**src/rtl/spike_scan_controller_pkg.sv**
```systemverilog
// Shared constants, state encoding and scroll arithmetic for the spike scan controller.
package spike_scan_controller_pkg;

  localparam int unsigned NUM_SPIKES = 73;
  localparam int unsigned COORD_W    = 11;
  localparam int unsigned HIT_WINDOW = 9;
  localparam int unsigned IDX_W      = $clog2(NUM_SPIKES);

  typedef enum logic [2:0] {
    WAIT_TICK,
    SCAN,
    DRAIN,
    ADVANCE,
    HIT
  } scan_state_e;

  // Scroll accumulates in COORD_W+1 bits and pins at the top of the coordinate range.
  function automatic logic [COORD_W-1:0] sat_add(input logic [COORD_W-1:0] a,
                                                 input logic [COORD_W-1:0] b);
    logic [COORD_W:0] sum;
    sum = {1'b0, a} + {1'b0, b};
    return sum[COORD_W] ? '1 : sum[COORD_W-1:0];
  endfunction

endpackage

```
**src/rtl/spike_scan_controller_if.sv**
```systemverilog
// Spike table read port: address out, coordinates back one cycle later.
interface spike_scan_controller_if;
  import spike_scan_controller_pkg::*;

  logic [IDX_W-1:0]   spike_index;
  logic [COORD_W-1:0] spike_x;
  logic [COORD_W-1:0] spike_y;

  modport master (output spike_index, input spike_x, input spike_y);
  modport slave  (input spike_index, output spike_x, output spike_y);

endinterface

```
**src/rtl/spike_scan_controller_hit_compare.sv**
```systemverilog
// Combinational spike-vs-square test in screen space; also usable for proximity highlight.
module spike_scan_controller_hit_compare
  import spike_scan_controller_pkg::*;
(
  input  logic [COORD_W-1:0] spike_x,
  input  logic [COORD_W-1:0] spike_y,
  input  logic [COORD_W-1:0] scroll,
  input  logic [COORD_W-1:0] square_x,
  input  logic [COORD_W-1:0] square_y,
  output logic               hit
);

  logic [COORD_W-1:0] rel;
  logic [COORD_W-1:0] lo;
  logic [COORD_W:0]   hi;

  always_comb begin
    rel = spike_x - scroll;
    lo  = (square_x >= COORD_W'(HIT_WINDOW)) ? square_x - COORD_W'(HIT_WINDOW) : '0;
    // Upper bound kept one bit wider so squares near the right edge never wrap.
    hi  = {1'b0, square_x} + (COORD_W+1)'(HIT_WINDOW);
    hit = (rel >= lo) && ({1'b0, rel} <= hi) && (spike_y == square_y);
  end

endmodule

```
**src/rtl/spike_scan_controller.sv**
```systemverilog
// Per-frame spike table walk: owns scroll offset, game-over latch and tick overrun flag.
module spike_scan_controller
  import spike_scan_controller_pkg::*;
(
  input  logic                   clock,
  input  logic                   resetn,
  input  logic                   frame_tick,
  input  logic                   restart,
  input  logic [COORD_W-1:0]     move_step,
  input  logic [COORD_W-1:0]     square_x,
  input  logic [COORD_W-1:0]     square_y,
  spike_scan_controller_if.master tbl,
  output logic [COORD_W-1:0]     scroll_offset,
  output logic                   is_spike_hit,
  output logic                   busy,
  output logic                   frame_done,
  output logic                   tick_overrun
);

  localparam logic [IDX_W-1:0] LAST_IDX = IDX_W'(NUM_SPIKES - 1);

  scan_state_e        state_q, state_d;
  logic [IDX_W-1:0]   index_q, index_d;
  logic               valid_q, valid_d;
  logic [COORD_W-1:0] scroll_q, scroll_d;
  logic               hit_q, hit_d;
  logic               busy_q, busy_d;
  logic               done_q, done_d;
  logic               overrun_q, overrun_d;
  logic               cmp_hit;
  logic               hit_now;

  spike_scan_controller_hit_compare u_cmp (
    .spike_x  (tbl.spike_x),
    .spike_y  (tbl.spike_y),
    .scroll   (scroll_q),
    .square_x (square_x),
    .square_y (square_y),
    .hit      (cmp_hit)
  );

  // valid_q marks that tbl data corresponds to the address issued last cycle.
  always_comb begin
    state_d   = state_q;
    index_d   = index_q;
    valid_d   = 1'b0;
    scroll_d  = scroll_q;
    hit_d     = hit_q;
    busy_d    = busy_q;
    done_d    = 1'b0;
    overrun_d = overrun_q;
    hit_now   = valid_q && cmp_hit;

    unique case (state_q)
      WAIT_TICK: begin
        if (frame_tick) begin
          state_d = SCAN;
          index_d = '0;
          busy_d  = 1'b1;
        end
      end
      SCAN: begin
        if (frame_tick) overrun_d = 1'b1;
        if (hit_now) begin
          state_d = HIT;
          hit_d   = 1'b1;
          busy_d  = 1'b0;
        end else begin
          valid_d = 1'b1;
          if (index_q == LAST_IDX) state_d = DRAIN;
          else                     index_d = index_q + 1'b1;
        end
      end
      DRAIN: begin
        if (frame_tick) overrun_d = 1'b1;
        if (hit_now) begin
          state_d = HIT;
          hit_d   = 1'b1;
          busy_d  = 1'b0;
        end else begin
          state_d = ADVANCE;
          done_d  = 1'b1;
          busy_d  = 1'b0;
        end
      end
      ADVANCE: begin
        if (frame_tick) overrun_d = 1'b1;
        scroll_d = sat_add(scroll_q, move_step);
        state_d  = WAIT_TICK;
      end
      HIT: begin
        if (restart) begin
          scroll_d  = '0;
          hit_d     = 1'b0;
          overrun_d = 1'b0;
          state_d   = WAIT_TICK;
        end
      end
      default: state_d = WAIT_TICK;
    endcase
  end

  always_ff @(posedge clock or negedge resetn) begin
    if (!resetn) begin
      state_q   <= WAIT_TICK;
      index_q   <= '0;
      valid_q   <= 1'b0;
      scroll_q  <= '0;
      hit_q     <= 1'b0;
      busy_q    <= 1'b0;
      done_q    <= 1'b0;
      overrun_q <= 1'b0;
    end else begin
      state_q   <= state_d;
      index_q   <= index_d;
      valid_q   <= valid_d;
      scroll_q  <= scroll_d;
      hit_q     <= hit_d;
      busy_q    <= busy_d;
      done_q    <= done_d;
      overrun_q <= overrun_d;
    end
  end

  assign tbl.spike_index = index_q;
  assign scroll_offset   = scroll_q;
  assign is_spike_hit    = hit_q;
  assign busy            = busy_q;
  assign frame_done      = done_q;
  assign tick_overrun    = overrun_q;

endmodule

```
**src/flat_wrapper.sv**
```systemverilog
// flat-port wrapper written by rule: the top's interface ports become plain ports
module spike_scan_controller_flat import spike_scan_controller_pkg::*;
  (clock, resetn, frame_tick, restart, move_step, square_x, square_y, scroll_offset, is_spike_hit, busy, frame_done, tick_overrun, tbl_spike_index, tbl_spike_x, tbl_spike_y);
  spike_scan_controller_if tbl_i ();
  input  logic clock;
  input  logic resetn;
  input  logic frame_tick;
  input  logic restart;
  input  logic [COORD_W-1:0] move_step;
  input  logic [COORD_W-1:0] square_x;
  input  logic [COORD_W-1:0] square_y;
  output logic [COORD_W-1:0] scroll_offset;
  output logic is_spike_hit;
  output logic busy;
  output logic frame_done;
  output logic tick_overrun;
  output wire logic [$bits(tbl_i.spike_index)-1:0] tbl_spike_index;
  input wire logic [$bits(tbl_i.spike_x)-1:0] tbl_spike_x;
  input wire logic [$bits(tbl_i.spike_y)-1:0] tbl_spike_y;
  assign tbl_spike_index = tbl_i.spike_index;
  assign tbl_i.spike_x = tbl_spike_x;
  assign tbl_i.spike_y = tbl_spike_y;
  spike_scan_controller u_core (.clock(clock), .resetn(resetn), .frame_tick(frame_tick), .restart(restart), .move_step(move_step), .square_x(square_x), .square_y(square_y), .tbl(tbl_i), .scroll_offset(scroll_offset), .is_spike_hit(is_spike_hit), .busy(busy), .frame_done(frame_done), .tick_overrun(tick_overrun));
endmodule
```
**config.mk**
```make
export PLATFORM = sky130hd
export DESIGN_NAME = spike_scan_controller_flat
export DESIGN_NICKNAME = d
export VERILOG_FILES = /design/src/rtl/spike_scan_controller_pkg.sv /design/src/rtl/spike_scan_controller_if.sv /design/src/rtl/spike_scan_controller_hit_compare.sv /design/src/rtl/spike_scan_controller.sv /design/src/flat_wrapper.sv
export SDC_FILE = /design/constraint.sdc
export NUM_CORES = 1
export LEC_CHECK = 0
export CAP_MARGIN = 0
export CELL_PAD_IN_SITES_DETAIL_PLACEMENT = 2
export CELL_PAD_IN_SITES_GLOBAL_PLACEMENT = 2
export CORE_MARGIN = 3
export CORE_UTILIZATION = 29
export CTS_CLUSTER_DIAMETER = 60
export DETAILED_ROUTE_END_ITERATION = 8
export HOLD_SLACK_MARGIN = 0.05
export MAX_ROUTING_LAYER = met4
export PLACE_DENSITY_LB_ADDON = 0.1
export SLEW_MARGIN = 10
export SYNTH_ARGS = -nofsm -noshare
export SYNTH_HDL_FRONTEND = slang
export SYNTH_SLANG_ARGS = --single-unit
```
**constraint.sdc**
```tcl
create_clock -name clock -period 5.45 [get_ports clock]
set_input_delay 1.09 -clock clock [delete_from_list [all_inputs] [get_ports clock]]
set_output_delay 1.09 -clock clock [all_outputs]
set_load 0.01 [all_outputs]
```
==> results summary, run 1 <==
STA classifies the critical path startpoint as a primary input. During synthesis, Yosys emitted a total of 0 warnings. The cell type group with the largest total delay on the critical path is simple AND/OR/NAND/NOR gates. Once the floorplan was initialized, standard cells occupied 30.2% of the core. Based on the critical path, the design can be clocked at up to slightly below 0.2 GHz. The total of flip-flops plus latches after synthesis is 26. Summing every instance area after synthesis gives about 3200 µm².

The row count is 37. The number of different library cells used by synthesis comes to 51. The placer's final routability congestion estimate is between 0.9 and 1. The via count of the first global-routing pass came out at 3457.

Clock skew on the completed layout was measured at approximately 0.012 ns. For this design the ratio of total power to cell area is 471 nW/µm². The iteration-0 DRC count of the detailed router came out at 116. Traced cell by cell, the critical path runs through clkdlybuf4s50_1 -> inv_1 -> ha_1 -> fa_1 -> nor2b_1 -> o21ai_0 -> a21boi_1 -> o21ai_0 -> a21oi_2 -> nor4_1 -> or3_1 -> ha_1 -> and4_1 -> nand4_1 -> a21o_1 -> a41o_1 -> and3_1 -> or4_1 -> nand3_1. The worst endpoint data arrival time is about 5.3 ns.

The final net count is between 500 and 600. The count of port buffers added during placement came out at 80. The master cell of the clock root buffer is clkbuf_8. The maximum vdd ir drop came out at around 0.00018 V. The number of buffers added to fix hold violations after cts came out at 0.

Sequential elements use between 20% and 30% of the synthesized area. The worst hold slack came out at roughly 0.56 ns. TritonCTS built the clock tree. The H-tree depth came out at 1. The setup total negative slack is 0 ns. The total instance count after detailed placement is between 500 and 600. Entering global routing, the biggest net connects 27 pins.

The count of pins over their slew limit came out at 0. The number of clock buffers inserted by TritonCTS is 3. For this run the aggregate overflow at the end of global routing stands at 0. The full die area is ~12000 µm². The final critical-path required period is 5.10 ns. The core area is around 10000 µm². After technology mapping, the gate count stands at 390. The number of nets in the synthesized netlist is between 400 and 500. The library cell contributing the largest single delay on the critical path is or4_1. The HPWL after detailed placement came out at 8.35 mm. The final setup violation count came out at 0.

The worst-case headroom to the max-slew limit came out at between 20% and 30%. The number of synthesized flops with an enable pin is 0. In this run the static leakage power is ~1.8 nW. In the routed design, unresolved DRC markers number 0. The die is between 100 and 150 µm tall. The share of final-layout standard cells stronger than drive strength 1 is 3.86%. The via density per instance came out at 5.14.

The worst-case clock buffer depth is 2. The number of routed nets with antenna violations is 0. Post-CTS timing repair inserted 0 buffers for setup. The hold violation total from the final report was 0. For the worst-skew pair, the clock arrives at the later sink with an insertion delay of ~0.28 ns.

The dominant synthesized flop cell is dfrtp_1. The I/O pin count is 81. After layout, the design draws a total of 0.00197 W. The routed wirelength normalized by instance count is ~17 µm. The capturing element type of the critical path is a flop. The data required time at the worst endpoint came out at 5.67 ns. The initial antenna violation count is 0.

The largest driver fanout on the critical path came out at 6. The run finished with clean final reports. The global-route wire length before repair is between 15 and 20 mm.

The number of buffers and inverters on the critical path is 2. For this run, asynchronously set or reset flops after synthesis account for 100%. The mean instance size in the synthesized netlist came out at roughly 8 µm². OpenSTA, run right after detailed placement, puts the worst setup slack at -0.0424 ns. The post-synthesis to final-layout area growth came out at 32.0%. Counting every sink on the clock net gives 26.

Across the run, the number of max-cap violations was 0. The die width came out at approximately 110 µm. The number of detailed-routing iterations run before antenna repair came out at 4. The worst setup path is of the primary input to flop kind.

The post-route fraction of the period consumed by the critical path came out at between 90 and 100%. The total wire length is just under 10 mm. The global routing usage summed across all routing layers came out at ~17%.

For this run, the slowest stage of the critical path takes a little under 0.5 ns. The number of gates resized after cts is 0. The clock-pin slew reported for the worst setup and hold paths after clock tree synthesis came out at about 0.1 ns. The worst path meets setup with between 0.3 and 0.4 ns of slack. Detailed routing inserted a total of 3094 vias. Setup repair after global routing left no endpoint under its margin. The count of cells in the finished layout, fillers not included, comes to ~600. The antenna diode count came out at 0.

The tightest min-delay check is of the flop to flop type. The worst-margin pin slew is 1.09 ns.
power breakdown:
part | internal, W | total (W) | switching, W
registers | 0.000265 | 0.000365 | 0.000100
logic | 0.000680 | 0.00144 | 0.000759
clock network | 0.0000984 | 0.000164 | 0.0000652
total | 0.00104 | 0.00197 | 0.000925
state kept, by name (all words and copies together), names as in the netlist:
| register | count |
|---|---|
| u_core.tbl.spike_index | 7 |
| u_core.busy | 1 |
| u_core.frame_done | 1 |
| u_core.state_q | 3 |
| u_core.scroll_offset | 11 |
| u_core.is_spike_hit | 1 |
| u_core.tick_overrun | 1 |
| u_core.valid_q | 1 |
per-stage QoR:
stage	util, %	area [µm²]
floorplan	-	3160
global placement	39.2	4100
detailed placement	39.2	4100
CTS	39.9	4170
global route	39.9	4180
finish	39.9	4180
cell usage in the layout, fill, tap and decap left out, types with 2 or more instances in the layout:
master and n:
a21oi_1 21, inv_1 27, nor4_1 4, and3_1 5
dfrtp_1 26, o22ai_1 2, xnor2_1 25, mux2i_1 5
nand2_1 37, o31ai_1 2, a31oi_1 3, o21ai_0 23
clkbuf_8 3, xor2_1 14, or3_1 4, nand4_1 9
nor2b_1 11, fa_1 2, nor3_1 19, or2_2 4
nand2b_1 7, clkdlybuf4s50_1 80, a21o_1 5, nor3b_1 2
a211o_1 2, nand3b_1 3, buf_4 2, and4_1 3
a211oi_1 6, nor2_1 20, o211ai_1 4, ha_1 48
nand3_1 15, or4_1 3
area by class of cell:
class                      instances  area [µm²]
fill                            1181        6290
multi-input combinational        327        2370
timing repair buffer              82         816
sequential                        26         651
tap                              136         170
inverter                          27         101
clock buffer                       3        41.3
clock inverter                     1        30.0
path summary, 6_finish.rpt:
kind / startpoint / endpoint / slack [ns] / depth (start not counted)
hold reg to reg: u_core.tick_overrun / u_core.tick_overrun / 0.56 / 2
max in group asynchronous: resetn / u_core.scroll_offset[6] / 3.99 / 2
min in group asynchronous: resetn / u_core.tbl.spike_index[4] / 1.18 / 2
hold / removal: u_core.tick_overrun / u_core.tick_overrun / 0.56 / 2
setup / recovery: tbl_spike_x[0] / u_core.tbl.spike_index[5] / 0.35 / 19
setup reg to reg: u_core.scroll_offset[0] / u_core.tbl.spike_index[5] / 1.24 / 17
cells by family (layout without fill, tap and decap cells):
logic type | count (synthesis) | count (layout) | synth area share (%)
AOI/OAI and AO/OA | 82 | 82 | 16.9
xor gates and xnor gates | 39 | 39 | 10.8
adders and majority gates | 50 | 50 | 20.3
buffers and inverters | 37 | 113 | 4.75
DFF | 26 | 26 | 20.6
muxes | 6 | 6 | 1.94
and+or+nand+nor | 150 | 150 | 24.8
Yosys cell counts, drive strengths merged (2+ instances only):
cell type | count | area, µm²
mux2i | 5 | 50.1
o21ai | 24 | 131
nor3b | 2 | 15.0
nor2 | 20 | 75.1
a21o | 6 | 46.3
nand4 | 9 | 56.3
and3 | 6 | 42.5
nand3b | 3 | 22.5
or3 | 4 | 25.0
buf | 2 | 18.8
fa | 2 | 40.0
a211o | 2 | 17.5
nor4 | 4 | 25.0
nand2b | 7 | 43.8
a21boi | 3 | 26.3
a211oi | 6 | 45.0
inv | 27 | 101
o22ai | 2 | 12.5
nand2 | 37 | 139
a31oi | 3 | 18.8
o31ai | 2 | 15.0
or4 | 3 | 22.5
nor3 | 19 | 95.1
clkbuf | 8 | 30.0
xor2 | 14 | 123
nand3 | 15 | 75.1
nor2b | 11 | 68.8
o211ai | 4 | 30.0
dfrtp | 26 | 651
or2 | 4 | 25.0
a21oi | 22 | 110
xnor2 | 25 | 219
and4 | 3 | 26.3
ha | 48 | 601
worst register-to-register path: cells and delay by family, from the launching register on:
| family | cells | cell delay [ns] |
|---|---|---|
| DFF | 1 | 0.44 |
| adders and majority gates | 3 | 0.97 |
| AOI/OAI and AO/OA | 6 | 1.05 |
| and+or+nand+nor | 8 | 1.72 |
metal layers:
layer	GRT usage, %	vias up	wire length [µm]	part of all wire, %
met5	-	-	0	0
met4	2.46	0	53	0.53
met3	2.63	4	305	3.1
met2	29.0	44	4850	49
met1	22.2	1493	4720	48
li1	-	1553	-	-
(Power assumes the default switching activity.)
==> inputs of run 2 (changes only) <==
- SLEW_MARGIN: 10 -> default
==> results of run 2 <==
The final DEF is identical to that of run 1; final timing and power are the same.
